$ cat src/rtl/i2s_tx_ctrl.sv
// i2s_tx_ctrl: I2S transmit timing controller and single-sample scheduler.
// Generates the BCLK shift strobe, latch strobes, BCLK/LRCK pins and per-frame
// LDATA/RDATA words from MCLK, and buffers one stereo sample via valid/ready.
// Build option: I2S_TX_MUTE_ON_UNDERRUN_EN zeroes LDATA/RDATA on an underrun
// frame load; without it the previous sample repeats.
module i2s_tx_ctrl #(
    parameter int unsigned MCLK_DIV  = 4,
    parameter int unsigned SLOT_BITS = 32
) (
    input  logic        MCLK,
    input  logic        RST_N,
    input  logic        ENABLE,
    input  logic [15:0] L_IN,
    input  logic [15:0] R_IN,
    input  logic        SAMPLE_VALID,
    output logic        SAMPLE_READY,
    output logic        SAMPLE_REQ,
    output logic [15:0] LDATA,
    output logic [15:0] RDATA,
    output logic        LATCH_L,
    output logic        LATCH_R,
    output logic        BCLK,
    output logic        BCLK_PIN,
    output logic        LRCK,
    output logic        UNDERRUN,
    input  logic        UNDERRUN_CLR
);

    localparam int unsigned SAMPLE_W = 16;
    localparam int unsigned DIV_W    = (MCLK_DIV > 2) ? $clog2(MCLK_DIV) : 1;
    localparam int unsigned BIT_W    = $clog2(SLOT_BITS);

    localparam logic [DIV_W-1:0] DIV_LAST = DIV_W'(MCLK_DIV - 1);
    localparam logic [DIV_W-1:0] DIV_HALF = DIV_W'(MCLK_DIV / 2);
    localparam logic [BIT_W-1:0] BIT_LAST = BIT_W'(SLOT_BITS - 1);

    // phase state
    logic [DIV_W-1:0]    div_q, div_d;
    logic [BIT_W-1:0]    bit_q, bit_d;
    logic                side_q, side_d;

    // registered strobes and pins
    logic                req_q, req_d;
    logic                latch_l_q, latch_l_d;
    logic                latch_r_q, latch_r_d;
    logic                bclk_q, bclk_d;
    logic                bclk_pin_q, bclk_pin_d;
    logic                lrck_q, lrck_d;

    // sample path
    logic                full_q, full_d;
    logic                ready_q, ready_d;
    logic [SAMPLE_W-1:0] hold_l_q, hold_l_d;
    logic [SAMPLE_W-1:0] hold_r_q, hold_r_d;
    logic [SAMPLE_W-1:0] ldata_q, ldata_d;
    logic [SAMPLE_W-1:0] rdata_q, rdata_d;
    logic                underrun_q, underrun_d;

    logic                frame_last;
    logic                capture;

    // Next phase, and strobes decoded from it so each flop lines up with its phase
    always_comb begin
        div_d      = '0;
        bit_d      = '0;
        side_d     = 1'b0;
        req_d      = 1'b0;
        latch_l_d  = 1'b0;
        latch_r_d  = 1'b0;
        bclk_d     = 1'b0;
        bclk_pin_d = 1'b0;
        lrck_d     = 1'b0;
        if (ENABLE) begin
            div_d  = div_q + DIV_W'(1);
            bit_d  = bit_q;
            side_d = side_q;
            if (div_q == DIV_LAST) begin
                div_d = '0;
                bit_d = bit_q + BIT_W'(1);
                if (bit_q == BIT_LAST) begin
                    bit_d  = '0;
                    side_d = ~side_q;
                end
            end
            req_d      = (div_d == '0) && (bit_d == '0) && !side_d;
            latch_l_d  = !side_d && (bit_d == '0) && (div_d == DIV_LAST);
            latch_r_d  = side_d && (bit_d == '0) && (div_d == DIV_LAST);
            bclk_d     = (div_d == DIV_LAST) && (bit_d != '0);
            bclk_pin_d = (div_d >= DIV_HALF);
            lrck_d     = side_d;
        end
    end

    // Hold-buffer handshake, frame load and sticky underrun
    always_comb begin
        frame_last = ENABLE && side_q && (bit_q == BIT_LAST) && (div_q == DIV_LAST);
        capture    = SAMPLE_VALID && !full_q;
        full_d     = full_q;
        hold_l_d   = hold_l_q;
        hold_r_d   = hold_r_q;
        ldata_d    = ldata_q;
        rdata_d    = rdata_q;
        underrun_d = UNDERRUN_CLR ? 1'b0 : underrun_q;
        if (capture) begin
            hold_l_d = L_IN;
            hold_r_d = R_IN;
            full_d   = 1'b1;
        end
        if (frame_last) begin
            if (full_q) begin
                ldata_d = hold_l_q;
                rdata_d = hold_r_q;
                full_d  = 1'b0;
            end else begin
                // an arriving sample still lands in the hold buffer for the next frame
                underrun_d = 1'b1;
`ifdef I2S_TX_MUTE_ON_UNDERRUN_EN
                ldata_d = '0;
                rdata_d = '0;
`else
                ldata_d = ldata_q;
                rdata_d = rdata_q;
`endif
            end
        end
        ready_d = !full_d;
    end

    // State and output registers with synchronous active-low reset
    always_ff @(posedge MCLK) begin
        if (!RST_N) begin
            div_q      <= '0;
            bit_q      <= '0;
            side_q     <= 1'b0;
            req_q      <= 1'b0;
            latch_l_q  <= 1'b0;
            latch_r_q  <= 1'b0;
            bclk_q     <= 1'b0;
            bclk_pin_q <= 1'b0;
            lrck_q     <= 1'b0;
            full_q     <= 1'b0;
            ready_q    <= 1'b1;
            hold_l_q   <= '0;
            hold_r_q   <= '0;
            ldata_q    <= '0;
            rdata_q    <= '0;
            underrun_q <= 1'b0;
        end else begin
            div_q      <= div_d;
            bit_q      <= bit_d;
            side_q     <= side_d;
            req_q      <= req_d;
            latch_l_q  <= latch_l_d;
            latch_r_q  <= latch_r_d;
            bclk_q     <= bclk_d;
            bclk_pin_q <= bclk_pin_d;
            lrck_q     <= lrck_d;
            full_q     <= full_d;
            ready_q    <= ready_d;
            hold_l_q   <= hold_l_d;
            hold_r_q   <= hold_r_d;
            ldata_q    <= ldata_d;
            rdata_q    <= rdata_d;
            underrun_q <= underrun_d;
        end
    end

    assign SAMPLE_READY = ready_q;
    assign SAMPLE_REQ   = req_q;
    assign LDATA        = ldata_q;
    assign RDATA        = rdata_q;
    assign LATCH_L      = latch_l_q;
    assign LATCH_R      = latch_r_q;
    assign BCLK         = bclk_q;
    assign BCLK_PIN     = bclk_pin_q;
    assign LRCK         = lrck_q;
    assign UNDERRUN     = underrun_q;

endmodule

$ cat config.mk
export PLATFORM = sky130hd
export DESIGN_NAME = i2s_tx_ctrl
export DESIGN_NICKNAME = d
export VERILOG_FILES = /design/src/rtl/i2s_tx_ctrl.sv
export SDC_FILE = /design/constraint.sdc
export NUM_CORES = 1
export LEC_CHECK = 0
export ABC_AREA = 1
export BUFFER_PORTS_ARGS = -buffer_cell sky130_fd_sc_hd__buf_2
export CAP_MARGIN = 0
export CELL_PAD_IN_SITES_DETAIL_PLACEMENT = 1
export CELL_PAD_IN_SITES_GLOBAL_PLACEMENT = 2
export CORE_UTILIZATION = 31
export DETAILED_ROUTE_END_ITERATION = 8
export GPL_ROUTABILITY_DRIVEN = 0
export PLACE_DENSITY_LB_ADDON = 0.2
export SYNTH_ARGS = -nofsm -noshare
export SYNTH_HDL_FRONTEND = slang
export SYNTH_SLANG_ARGS = --single-unit
$ cat constraint.sdc
create_clock -name MCLK -period 2.9 [get_ports MCLK]
set_clock_uncertainty 0.2 [all_clocks]
set_input_delay 0.87 -clock MCLK [delete_from_list [all_inputs] [get_ports MCLK]]
set_output_delay 0.87 -clock MCLK [all_outputs]
set_load 0.03 [all_outputs]
# Word-level counts from Yosys, hierarchy flattened
# Cells that the tools add are included.
word_totals:
  memories: 0
  ramBits: 0
  out_inout_bits: 40
  wordCells: 55
  ff_bits: 80
  latch_bits: 0
  mem_bits_ro: 0
classes:
  order_cmp: 1
  mul: 0
  div_mod_pow: 0
  n_eq_ne: 3
  n_addsub: 2
  shift: 0
  n_reduce_logical: 19
  muxes: 14
  n_bitwise: 1
ops:
  columns: ["operator", "count"]
  rows:
  - ["$mux W5", 3]
  - ["$logic_and A1 B1 Y1", 11]
  - ["$mux W1", 9]
  - ["$add A5 B1 Y5 const B", 1]
  - ["$eq A5 B5 Y1 const B", 1]
  - ["$logic_not A5 Y1", 1]
  - ["$reduce_bool A5 Y1", 1]
  - ["$eq A2 B2 Y1 const B", 2]
  - ["$mux W2", 2]
  - ["$reduce_and A2 Y1", 2]
  - ["$logic_not A1 Y1", 3]
  - ["$add A2 B1 Y2 const B", 1]
  - ["$ge A2 B2 Y1 const B", 1]
  - ["$logic_not A2 Y1", 1]
  - ["$not A1 Y1", 1]

# Logic depth before layout (Yosys ltp)
logic_depth:
  depth_word: 7
  ltp_mapped: 10

# Least setup slack after synthesis
# Ideal clock, no wire load.
synth_timing:
  path_type: "input port to flip-flop"
  start: "input port ENABLE"
  end: "register ldata_q[2] (netlist: LDATA[2])"
  path_slack_ns: 1.078
  path_buffers: 1
  arrival_time_ns: 1.506
  path_stages: 6
  path_cell_list: "nand2_1 > nor2_4 > nand2_4 > buf_6 > o21ai_0 > nor2_1"
synth_between:
  elab_chain_len: 4
synth_rtl:
  columns: ["element", "line_no", "source"]
  rows:
  - ["start, declared", "12", "input logic ENABLE,"]
  - ["$logic_and A1 B1 Y1 (3 in a row)", "96", "frame_last = ENABLE && side_q && (bit_q == BIT_LAST) && (div_q == DIV_LAST);"]
  - ["$reduce_and A2 Y1 (no line)", null, null]
  - ["end signal, assigned", "162", "ldata_q <= ldata_d;"]
  - ["end, declared", "55", "logic [SAMPLE_W-1:0] ldata_q, ldata_d;"]
# No other way between the ends.
# A chain may end at the register's enable or synchronous reset.

# Final worst setup path
layout_timing:
  start: "register bit_q[0]"
  end: "register rdata_q[10] (netlist: RDATA[10])"
layout_between:
  elab_chain_len: 4
layout_rtl:
  columns: ["element", "line_no", "source"]
  rows:
  - ["start, declared", "39", "logic [BIT_W-1:0] bit_q, bit_d;"]
  - ["start signal, assigned", "150", "bit_q <= bit_d;"]
  - ["$eq A5 B5 Y1", "96", null]
  - ["$logic_and A1 B1 Y1 (2 in a row)", "96", null]
  - ["$reduce_and A2 Y1 (no line)", null, null]
  - ["end signal, assigned", "163", "rdata_q <= rdata_d;"]
  - ["end, declared", "56", "logic [SAMPLE_W-1:0] rdata_q, rdata_d;"]
# No other way between the ends.

==> impl_results.md <==
- Outcome: completed
- PwrDens: 597 nW/µm²
- Crit path time final: 2.15 ns
- Clk sink count: 79
- Syn_area_per_cell: 8.08 µm²
- Hpwl dp: 4420 µm
- Crit start category: flip-flop
- Clock Pin Slew Worst Setup and Hold Paths: 0.08 ns
- Root Driver: clkbuf_8
- Final wirelength: 6680 µm
- Initial antenna violation count: 0
- Register bit total from synthesis: 79
- Synth area leader: dfxtp_1
- Filler instances: 1121
- Reg2reg setup slack: 0.75 ns
- CTS max path bufs: 2
- Critical path's slowest cell: dfxtp_1
- CTS tree: built
- N_diodes: 0
- Leakage power: 1.64 nW
- Gr usage total: 14.4%
- Slew headroom: 63.7%
- Hold depth: 1
- Count of input and output buffers: 76
- Worst-Skew Late Latency: 0.35 ns
- Top-area cell type share of the netlist area: 54.7%
- Area growth, synth to finish: 20.8%
- Drt pass-1 iters: 4
- Largest net degree at the start of global routing: 67
- Dpl ws: 0.677 ns
- # IOs: 77
- Post-Syn Nets: 401
- Yosys cell types: 22
- Gate count after technology mapping: 358
- Cells on worst reg2reg path: 9
- CTS resizes: 0
- Setup bufs post-CTS: 0
- CP max stage delay: 0.36 ns
- RR Startpoint: bit_q[0]$_SDFF_PN0_
- Total number of vias: 2427
- Final Worst Setup Slack: 0.753 ns
- Required @ worst endpoint: 2.98 ns
- Slew @ Worst Pin: 0.545 ns
- Final worst-path cycle share: 74.0%
- Yosys warns: 0
- Post-DRT Antenna Nets: 0
- Final nets: 471
- Die Ht: 98.6 µm
- Drt drc: 0
- # rows: 34
- First-pass GRT wire length: 10900 µm
- Flip-flop and latch area: 1580 µm²
- H-tree Lvls: 3
- Post-route setup TNS: 0 ns
- Vias in the first global route: 2339
- Layout cells sized above 1: 23.4%
- TritonCTS buffer count: 9
- CP endpoint kind: flip-flop
- Design area: 3500 µm²
- Final Hold Fails: 0
- Slew Viols, Final: 0
- Sequential area share after synthesis: 54.7%
- Core box area: 8890 µm²
- Max-Cap Viols: 0
- Multi-input gate area: 1130 µm²
- Critical Path Sink: RDATA[10]$_SDFFE_PN0P_
- Crit path from: bit_q[0]$_SDFF_PN0_
- Placed cell area: 3300 µm²
- Vias per std cell: 4.49
- Die X: 98.6 µm
- Hold/Removal Path Class: reg2reg
- RSZ-0062 raised after global routing: no
- Synthesized area: 2890 µm²
- Leading post-synthesis cells by cell area: dfxtp_1, nor2_1, o21ai_0
- Final cell count without fillers: 540
- CP Cell Sequence: ha_1 -> and3_1 -> ha_1 -> nand2_4 -> nor2_4 -> nand2_4 -> inv_6 -> nor2_1 -> nor2_1
- Final setup fails: 0
- CP max FO: 34
- FF-to-FF End: RDATA[10]$_SDFFE_PN0P_
- Initial core utilization: 32.5%
- Die ar.: 9720 µm²
- Drt wl/cell: 12.4 µm
- Max Clk Rate: 0.466 GHz
- # hold bufs at CTS: 0
- Maximum VDD drop: 0.198 mV
- Post-placement cell count: 525
- GRT Residual Overflow: 0
- Drt initial violations: 31
- Arrival @ worst endpoint: 2.23 ns
- WS Path Type: reg2reg
[layout make-up]
cell class / instances / share of cell area [%]
clock buffers: 12 / 4.44
repair buffers: 79 / 11.5
clock inverters: 3 / 1.22
multi-input cells: 248 / 32.4
flip-flops and latches: 79 / 45.2
inverters: 11 / 1.32
well taps: 108 / 3.87
[through the flow]
step | util (%) | total power [mW] | hold WS, ns
after CTS | 39.3 | 2.12 | 0.287
after detailed placement | 37.1 | 1.29 | 0.273
after global routing | 39.3 | 2.19 | 0.314
final | 39.3 | 2.09 | 0.279
after global placement | 37.1 | 1.29 | 0.268
after floorplan | - | 1.24 | 0.250
[per-layer routing]
layer  share of wire (%)  GRT usage [%]  routed length (µm)
met3                 4.4           4.18                 294
met4                 1.2           6.20                  78
met2                  47           23.7                3110
met5                   0              0                   0
met1                  48           17.7                3200
[worst min path at each step]
stage | slack (ns) | start | end
after global placement | 0.27 | LDATA[13]$_SDFFE_PN0P_ | LDATA[13]$_SDFFE_PN0P_
final | 0.28 | div_q[0]$_SDFF_PN0_ | div_q[0]$_SDFF_PN0_
after global routing | 0.31 | div_q[0]$_SDFF_PN0_ | div_q[0]$_SDFF_PN0_
after detailed placement | 0.27 | RDATA[3]$_SDFFE_PN0P_ | RDATA[3]$_SDFFE_PN0P_
after floorplan | 0.25 | div_q[0]$_SDFF_PN0_ | div_q[0]$_SDFF_PN0_
after CTS | 0.29 | div_q[0]$_SDFF_PN0_ | div_q[0]$_SDFF_PN0_
[layout by cell type, fill, tap and decap left out, drive strengths merged]
cell type and n:
nor2 144, dfxtp 79, buf 79, o21ai 65, nand2 19, clkbuf 12, inv 11, ha 6
nand3 5, nor3 2, a21oi 2, o21bai 1, xor2 1, o211ai 1, o21a 1, and3 1
clkinvlp 1, bufinv 1, clkinv 1
[kinds of logic after synthesis]
family          count (synthesis)  share of synthesized area [%]
compound gates                 70                           12.4
xor+xnor                        1                          0.303
fa+ha+maj                       6                           2.60
buf+inv                        31                           6.19
flops                          79                           54.7
simple gates                  171                           23.9
[state kept, by name, summed over array words and instances, names as in the netlist]
| signal | count |
|---|---|
| LRCK | 1 |
| RDATA | 16 |
| SAMPLE_REQ | 1 |
| bit_q | 5 |
| full_q | 1 |
| LATCH_R | 1 |
| LATCH_L | 1 |
| BCLK | 1 |
| hold_r_q | 16 |
| LDATA | 16 |
| div_q | 2 |
| SAMPLE_READY | 1 |
| hold_l_q | 16 |
| UNDERRUN | 1 |
[power breakdown]
part,internal (mW),leakage (nW),switching (mW),total [mW]
clock,0.439,0.0985,0.382,0.821
combinational,0.0483,0.897,0.0761,0.124
sequential,1.12,0.645,0.0181,1.14
total,1.61,1.64,0.476,2.09
[Yosys cell counts]
| master | count |
|---|---|
| nor3_1 | 2 |
| o211ai_1 | 1 |
| o21a_1 | 1 |
| clkbuf_1 | 9 |
| nand2_4 | 2 |
| nand2_1 | 17 |
| ha_1 | 6 |
| buf_6 | 7 |
| o21ai_1 | 18 |
| and3_1 | 1 |
| inv_1 | 10 |
| o21bai_1 | 1 |
| inv_6 | 1 |
| xor2_1 | 1 |
| nor2_1 | 139 |
| o21ai_0 | 47 |
| a21oi_1 | 2 |
| nor2_2 | 3 |
| nand3_1 | 5 |
| nor2_4 | 2 |
| dfxtp_1 | 79 |
| buf_2 | 4 |
[critical path: cells and delay by family (launching register included)]
kind | cells | cell delay [ns]
simple gates | 6 | 0.79
fa+ha+maj | 2 | 0.38
buf+inv | 1 | 0.31
flops | 1 | 0.36
No activity file was read; power rests on OpenSTA's default activity.
